[src/rtl/alu_md_if.sv]
// Request/response bundle for the execute unit.
// Handshake: the master raises start with the decode fields and operands
// for one cycle while busy is low; the unit accepts it on that edge, raises
// busy until its DONE cycle ends, pulses done for exactly one cycle, and
// holds result/illegal until the next accepted start. A start seen while
// busy is high is dropped, never queued.
interface alu_md_if #(
    parameter int XLEN = 32
);
    logic            start;
    logic [1:0]      ALUOp;
    logic [2:0]      funct3;
    logic [6:0]      funct7;
    logic [6:0]      op;
    logic [XLEN-1:0] a;
    logic [XLEN-1:0] b;
    logic            busy;
    logic            done;
    logic [XLEN-1:0] result;
    logic            illegal;

    modport master (
        output start, ALUOp, funct3, funct7, op, a, b,
        input  busy, done, result, illegal
    );

    modport slave (
        input  start, ALUOp, funct3, funct7, op, a, b,
        output busy, done, result, illegal
    );
endinterface

[src/rtl/alu_md_unit.sv]
// Execute unit: single-cycle RV base ALU ops plus iterative M-extension
// multiply (shift-add) and divide (restoring), one bit per cycle.
module alu_md_unit #(
    parameter int XLEN = 32
) (
    input  logic        clk,
    input  logic        rst,
    alu_md_if.slave     bus,
    output logic [1:0]  o_state
);
    localparam int CW = $clog2(XLEN);

    typedef enum logic [1:0] {
        S_IDLE  = 2'd0,
        S_ITER  = 2'd1,
        S_FIXUP = 2'd2,
        S_DONE  = 2'd3
    } state_e;

    typedef enum logic [4:0] {
        OP_ADD, OP_SUB, OP_AND, OP_OR, OP_XOR, OP_SLL, OP_SRL, OP_SRA,
        OP_SLT, OP_SLTU, OP_MUL, OP_MULH, OP_MULHSU, OP_MULHU,
        OP_DIV, OP_DIVU, OP_REM, OP_REMU, OP_ILL
    } op_e;

    state_e            r_state;
    op_e               r_op;
    logic [CW-1:0]     r_cnt;
    logic              r_neg;      // product / quotient needs negation
    logic              r_neg_rem;  // remainder needs negation
    logic [2*XLEN-1:0] r_acc;      // product accumulator
    logic [2*XLEN-1:0] r_mcand;    // shifted multiplicand
    logic [XLEN-1:0]   r_opb;      // multiplier (shifts) or divisor (static)
    logic [XLEN-1:0]   r_rem;
    logic [XLEN-1:0]   r_quo;      // dividend shifts out as quotient shifts in
    logic              r_busy;
    logic              r_done;
    logic [XLEN-1:0]   r_result;
    logic              r_illegal;

    op_e               w_op;
    logic [CW-1:0]     w_shamt;
    logic [XLEN-1:0]   w_alu;
    logic              w_is_mul;
    logic              w_is_div;
    logic              w_div_b0;
    logic              w_div_ovf;
    logic              w_iter;
    logic              w_a_neg;
    logic              w_b_neg;
    logic [XLEN-1:0]   w_a_mag;
    logic [XLEN-1:0]   w_b_mag;
    logic [XLEN:0]     w_div_shift;
    logic [XLEN:0]     w_div_diff;
    logic [2*XLEN-1:0] w_prod;
    logic [XLEN-1:0]   w_quo_s;
    logic [XLEN-1:0]   w_rem_s;
    logic [XLEN-1:0]   w_fix_res;

    // Decode ALUOp/funct3/funct7/op into an internal operation.
    always_comb begin
        w_op = OP_ADD;
        case (bus.ALUOp)
            2'b00: w_op = OP_ADD;
            2'b01: w_op = OP_SUB;
            2'b10: begin
                if (bus.funct7 == 7'b0000001 && bus.op[5]) begin
                    case (bus.funct3)
                        3'b000:  w_op = OP_MUL;
                        3'b001:  w_op = OP_MULH;
                        3'b010:  w_op = OP_MULHSU;
                        3'b011:  w_op = OP_MULHU;
                        3'b100:  w_op = OP_DIV;
                        3'b101:  w_op = OP_DIVU;
                        3'b110:  w_op = OP_REM;
                        default: w_op = OP_REMU;
                    endcase
                end else if (bus.op[5] && bus.funct7 != 7'b0000000 &&
                             bus.funct7 != 7'b0100000) begin
                    w_op = OP_ILL;
                end else begin
                    case (bus.funct3)
                        3'b000:  w_op = (bus.funct7[5] & bus.op[5]) ? OP_SUB : OP_ADD;
                        3'b001:  w_op = OP_SLL;
                        3'b010:  w_op = OP_SLT;
                        3'b011:  w_op = OP_SLTU;
                        3'b100:  w_op = OP_XOR;
                        3'b101:  w_op = bus.funct7[5] ? OP_SRA : OP_SRL;
                        3'b110:  w_op = OP_OR;
                        default: w_op = OP_AND;
                    endcase
                end
            end
            default: w_op = OP_ILL;
        endcase
    end

    // Operand conditioning: signs, magnitudes and divide special cases.
    always_comb begin
        w_is_mul  = w_op inside {OP_MUL, OP_MULH, OP_MULHSU, OP_MULHU};
        w_is_div  = w_op inside {OP_DIV, OP_DIVU, OP_REM, OP_REMU};
        w_div_b0  = w_is_div && (bus.b == '0);
        w_div_ovf = (w_op inside {OP_DIV, OP_REM}) &&
                    (bus.a == {1'b1, {(XLEN-1){1'b0}}}) && (&bus.b);
        w_iter    = w_is_mul || (w_is_div && !w_div_b0 && !w_div_ovf);
        w_a_neg   = (w_op inside {OP_MULH, OP_MULHSU, OP_DIV, OP_REM}) && bus.a[XLEN-1];
        w_b_neg   = (w_op inside {OP_MULH, OP_DIV, OP_REM}) && bus.b[XLEN-1];
        w_a_mag   = w_a_neg ? (~bus.a + 1'b1) : bus.a;
        w_b_mag   = w_b_neg ? (~bus.b + 1'b1) : bus.b;
    end

    // Single-cycle results, including illegal (0) and divide special cases.
    always_comb begin
        w_shamt = bus.b[CW-1:0];
        w_alu   = '0;
        case (w_op)
            OP_ADD:  w_alu = bus.a + bus.b;
            OP_SUB:  w_alu = bus.a - bus.b;
            OP_AND:  w_alu = bus.a & bus.b;
            OP_OR:   w_alu = bus.a | bus.b;
            OP_XOR:  w_alu = bus.a ^ bus.b;
            OP_SLL:  w_alu = bus.a << w_shamt;
            OP_SRL:  w_alu = bus.a >> w_shamt;
            OP_SRA:  w_alu = $signed(bus.a) >>> w_shamt;
            OP_SLT:  w_alu = {{(XLEN-1){1'b0}}, ($signed(bus.a) < $signed(bus.b))};
            OP_SLTU: w_alu = {{(XLEN-1){1'b0}}, (bus.a < bus.b)};
            OP_DIV, OP_DIVU: w_alu = w_div_b0 ? {XLEN{1'b1}} : bus.a;
            OP_REM, OP_REMU: w_alu = w_div_b0 ? bus.a : '0;
            default: w_alu = '0;
        endcase
    end

    // One restoring-division step and the final sign correction.
    always_comb begin
        w_div_shift = {r_rem, r_quo[XLEN-1]};
        w_div_diff  = w_div_shift - {1'b0, r_opb};
        w_prod      = r_neg ? (~r_acc + 1'b1) : r_acc;
        w_quo_s     = r_neg ? (~r_quo + 1'b1) : r_quo;
        w_rem_s     = r_neg_rem ? (~r_rem + 1'b1) : r_rem;
        case (r_op)
            OP_MUL:                        w_fix_res = w_prod[XLEN-1:0];
            OP_MULH, OP_MULHSU, OP_MULHU:  w_fix_res = w_prod[2*XLEN-1:XLEN];
            OP_DIV, OP_DIVU:               w_fix_res = w_quo_s;
            default:                       w_fix_res = w_rem_s;
        endcase
    end

    // Control FSM with datapath registers and registered outputs.
    always_ff @(posedge clk) begin
        if (rst) begin
            r_state   <= S_IDLE;
            r_op      <= OP_ADD;
            r_cnt     <= '0;
            r_neg     <= 1'b0;
            r_neg_rem <= 1'b0;
            r_acc     <= '0;
            r_mcand   <= '0;
            r_opb     <= '0;
            r_rem     <= '0;
            r_quo     <= '0;
            r_busy    <= 1'b0;
            r_done    <= 1'b0;
            r_result  <= '0;
            r_illegal <= 1'b0;
        end else begin
            case (r_state)
                S_IDLE: begin
                    r_done <= 1'b0;
                    if (bus.start) begin
                        r_busy <= 1'b1;
                        if (w_iter) begin
                            r_state   <= S_ITER;
                            r_op      <= w_op;
                            r_cnt     <= CW'(XLEN-1);
                            r_neg     <= w_a_neg ^ w_b_neg;
                            r_neg_rem <= w_a_neg;
                            r_acc     <= '0;
                            r_mcand   <= {{XLEN{1'b0}}, w_a_mag};
                            r_opb     <= w_b_mag;
                            r_rem     <= '0;
                            r_quo     <= w_a_mag;
                        end else begin
                            r_state   <= S_DONE;
                            r_done    <= 1'b1;
                            r_result  <= w_alu;
                            r_illegal <= (w_op == OP_ILL);
                        end
                    end
                end
                S_ITER: begin
                    if (r_op inside {OP_MUL, OP_MULH, OP_MULHSU, OP_MULHU}) begin
                        if (r_opb[0]) begin
                            r_acc <= r_acc + r_mcand;
                        end
                        r_mcand <= r_mcand << 1;
                        r_opb   <= r_opb >> 1;
                    end else if (!w_div_diff[XLEN]) begin
                        r_rem <= w_div_diff[XLEN-1:0];
                        r_quo <= {r_quo[XLEN-2:0], 1'b1};
                    end else begin
                        r_rem <= w_div_shift[XLEN-1:0];
                        r_quo <= {r_quo[XLEN-2:0], 1'b0};
                    end
                    if (r_cnt == '0) begin
                        r_state <= S_FIXUP;
                    end else begin
                        r_cnt <= r_cnt - 1'b1;
                    end
                end
                S_FIXUP: begin
                    r_state   <= S_DONE;
                    r_done    <= 1'b1;
                    r_result  <= w_fix_res;
                    r_illegal <= 1'b0;
                end
                default: begin
                    r_state <= S_IDLE;
                    r_done  <= 1'b0;
                    r_busy  <= 1'b0;
                end
            endcase
        end
    end

    assign bus.busy    = r_busy;
    assign bus.done    = r_done;
    assign bus.result  = r_result;
    assign bus.illegal = r_illegal;
    assign o_state     = r_state;
endmodule

[src/flat_wrapper.sv]
// flat-port wrapper written by rule: the top's interface ports become plain ports
module alu_md_unit_flat 
#(
    parameter int XLEN = 32
)
  (clk, rst, o_state, bus_start, bus_ALUOp, bus_funct3, bus_funct7, bus_op, bus_a, bus_b, bus_busy, bus_done, bus_result, bus_illegal);
  alu_md_if #(.XLEN(XLEN)) bus_i ();
  input  logic clk;
  input  logic rst;
  output logic [1:0] o_state;
  input wire logic [$bits(bus_i.start)-1:0] bus_start;
  input wire logic [$bits(bus_i.ALUOp)-1:0] bus_ALUOp;
  input wire logic [$bits(bus_i.funct3)-1:0] bus_funct3;
  input wire logic [$bits(bus_i.funct7)-1:0] bus_funct7;
  input wire logic [$bits(bus_i.op)-1:0] bus_op;
  input wire logic [$bits(bus_i.a)-1:0] bus_a;
  input wire logic [$bits(bus_i.b)-1:0] bus_b;
  output wire logic [$bits(bus_i.busy)-1:0] bus_busy;
  output wire logic [$bits(bus_i.done)-1:0] bus_done;
  output wire logic [$bits(bus_i.result)-1:0] bus_result;
  output wire logic [$bits(bus_i.illegal)-1:0] bus_illegal;
  assign bus_i.start = bus_start;
  assign bus_i.ALUOp = bus_ALUOp;
  assign bus_i.funct3 = bus_funct3;
  assign bus_i.funct7 = bus_funct7;
  assign bus_i.op = bus_op;
  assign bus_i.a = bus_a;
  assign bus_i.b = bus_b;
  assign bus_busy = bus_i.busy;
  assign bus_done = bus_i.done;
  assign bus_result = bus_i.result;
  assign bus_illegal = bus_i.illegal;
  alu_md_unit #(.XLEN(XLEN)) u_core (.clk(clk), .rst(rst), .bus(bus_i), .o_state(o_state));
endmodule
[config.mk]
export PLATFORM = sky130hd
export DESIGN_NAME = alu_md_unit_flat
export DESIGN_NICKNAME = d
export VERILOG_FILES = /design/src/rtl/alu_md_if.sv /design/src/rtl/alu_md_unit.sv /design/src/flat_wrapper.sv
export SDC_FILE = /design/constraint.sdc
export NUM_CORES = 2
export LEC_CHECK = 0
export ABC_AREA = 1
export CORE_UTILIZATION = 42
export CTS_CLUSTER_DIAMETER = 30
export DETAILED_ROUTE_END_ITERATION = 16
export GPL_ROUTABILITY_DRIVEN = 0
export PLACE_DENSITY = 0.64
export SYNTH_ARGS = -nofsm -noshare
export SYNTH_HDL_FRONTEND = slang
export SYNTH_SLANG_ARGS = --single-unit
[constraint.sdc]
create_clock -name clk -period 4.1 [get_ports clk]
set_input_delay 0.615 -clock clk [delete_from_list [all_inputs] [get_ports clk]]
set_output_delay 0.615 -clock clk [all_outputs]
set_load 0.02 [all_outputs]
==> impl_metrics.tcl <==
set metrics [dict create \
    status "finished clean" \
    maxSlewHeadroom 0.247 \
    ir_drop_v 0.000491 \
    maxSlewViolCount 0 \
    crit_arrival_ns 4.28 \
    clock_sinks 273 \
    core_mm2 0.0841 \
    final_common_cell "nand2_1" \
    die_w_um 294 \
    root_buffer "clkbuf_16" \
    yosysWarningCount 0 \
    async_flop_share 0 \
    netlist_area_mm2 0.0359 \
    postSynthCellCount 6600 \
    crit_family "simple AND/OR/NAND/NOR gates" \
    grt_pass1_wl_um 254000 \
    start_util 0.427 \
    postCtsSetupBuffers 0 \
    syn_to_final_growth_pct 16.4 \
    min_from "rst" \
    tightest_slew_ns 1.13 \
    clockBufferDepth 3 \
    cts_resized 0 \
    required_ns 4.67 \
    critPathMaxFanout 38 \
    cts_tree "built" \
    period_share 0.906 \
    reg2reg_from "u_core.r_quo[31]" \
    port_buffers 116 \
    hold_buffers 0 \
    postRouteAntennaNets 0 \
    cpMostUsedCell "nand2_1" \
    cpMaxStageDelayCell "clkdlybuf4s50_1" \
    final.setup.tns_ns 0 \
    drt-total-wl_um 173000 \
    period_minus_slack_ns 3.72 \
    grt_max_degree 98 \
    crit_chain "clkdlybuf4s50_1 -> buf_4 -> nor2_1 -> nand2_1 -> nor3_1 -> nand3_1 -> nor2_1 -> nand2_1 -> nand2_2 -> nand2_2 -> nand2_4 -> nand2_4 -> buf_4 -> nand2_1 -> nand2_1 -> a21oi_1" \
    layout_common_cells "1,785 x nand2_1, 923 x nor2_1, 715 x nand3_1, 652 x inv_1, 584 x a21oi_1" \
    finClkSkew_ns 0.0491 \
    grt_setup_unrepaired "no" \
    max-cap-violations 0 \
    antenna_found_initial 7 \
    path_class "primary input to flip-flop" \
    dpl.hpwl_um 133000 \
    yosysSeqAreaShare 0.152 \
    dieArea_mm2 0.0867 \
    io-pin-count 123 \
    cts_inserted_buffers 77 \
    synth_nets 6894 \
    die_h_um 294 \
    htreeDepth 3 \
    grt_usage 0.384 \
    clk_pin_slew_ns 0.04 \
    overflow 0 \
    clk_latency_ns 0.66 \
    drt_iter0_drc 7096 \
    crit_buf_inv 3 \
    vias_per_cell 5.98 \
    ys_types 59 \
    setup_violations 0 \
    max_stage_delay_ns 0.57 \
    route.detailed.drc 0 \
    rows 106 \
    yosys_register_bits 273 \
    finalNetCount 7017 \
    fin_hold_ws_ns 0.447 \
    vias 47400 \
    fmax_ghz 0.269 \
    syn_avg_cell_area_um2 5.44 \
    p_leak_nw 19.4 \
    startpoint "bus_a[25]" \
    grt_pass1_vias 41600 \
    synth_edf_count 0 \
    wl_per_cell_um 21.8 \
    hp-class "primary input to flip-flop" \
    powerDensity_mw_per_mm2 479 \
    drive_gt1_frac 0.0662 \
    ys.flop_type "dfxtp_1" \
    drt_pre_antenna_iters 13 \
    critPathLaunchType "primary input" \
    hold_viol 0 \
    critPathCaptureType "flip-flop" \
]
power breakdown:
part	leakage (nW)	switching, mW	internal [mW]
registers	2.22	0.528	3.17
clock network	1.28	2.04	4.18
logic	15.9	7.06	3.05
synthesized netlist by cell type, types with 57 or more instances:
library cell	count	share of area
a21oi_1	584	0.081
clkbuf_1	189	0.020
dfxtp_1	273	0.15
ha_1	204	0.071
inv_1	653	0.068
nand2_1	1786	0.19
nand3_1	715	0.10
nand4_1	153	0.027
nor2_1	925	0.097
nor3_1	76	0.011
o21ai_0	418	0.058
xnor2_1	57	0.014
xor2_1	115	0.028
sequential cells by signal, indices dropped and copies added, names as in the netlist, 2 cells and up:
name / cells
u_core.r_rem: 32
u_core.bus.result: 32
u_core.r_op: 5
u_core.r_opb: 32
u_core.r_acc: 64
u_core.o_state: 2
u_core.r_quo: 32
u_core.r_mcand: 64
u_core.r_cnt: 5
metrics by stage:
stage | power (mW) | setup WS (ns) | instances | instance area (µm²) | util
after floorplan | 10.0 | 0.705 | 6600 | 35900 | -
after global placement | 13.3 | 0.168 | 7778 | 39100 | 0.465
after detailed placement | 13.3 | 0.123 | 7778 | 39100 | 0.465
after CTS | 19.6 | 0.587 | 7918 | 41800 | 0.497
after global routing | 21.0 | 0.162 | 7918 | 41800 | 0.497
final | 20.0 | 0.385 | 7922 | 41800 | 0.497
path summary, 6_finish.rpt:
check | end | slack (ns) | cells after the start
hold reg to reg | u_core.r_cnt[4] | 0.48 | 2
setup reg to reg | u_core.r_rem[9] | 0.56 | 18
setup / recovery | u_core.r_cnt[3] | 0.38 | 16
hold / removal | u_core.o_state[1] | 0.45 | 2
routing by layer:
layer / part of all wire / global-route usage / vias to the layer above
met2: 0.40 / 0.560 / 3270
met1: 0.38 / 0.480 / 21300
met3: 0.14 / 0.121 / 789
met4: 0.083 / 0.262 / 10
met5: 0.00046 / 0 / -
li1: - / - / 22000
cells by family (layout without fill, tap and decap cells):
group | after synthesis | count (layout) | synth area share
adder cells (fa/ha/maj) | 208 | 208 | 0.0733
AND/OR/NAND/NOR | 3790 | 3790 | 0.448
other | 0 | 4 | 0
XOR/XNOR | 172 | 172 | 0.0419
AO/OA/AOI/OAI | 1189 | 1189 | 0.178
flip-flops | 273 | 273 | 0.152
buffers and inverters | 965 | 1149 | 0.106
multiplexers | 3 | 3 | 0.000836
area by class of cell:
type                    instances  area (µm²)
fillers                      9089       42300
multi-input cells            5362       26700
flip-flops and latches        273        5470
repair buffers                339        3000
inverters                     670        2520
clock buffers                  96        2110
well taps                    1134        1420
clock inverters                44         608
diodes                          4        10.0
No activity file was read; power rests on OpenSTA's default activity.
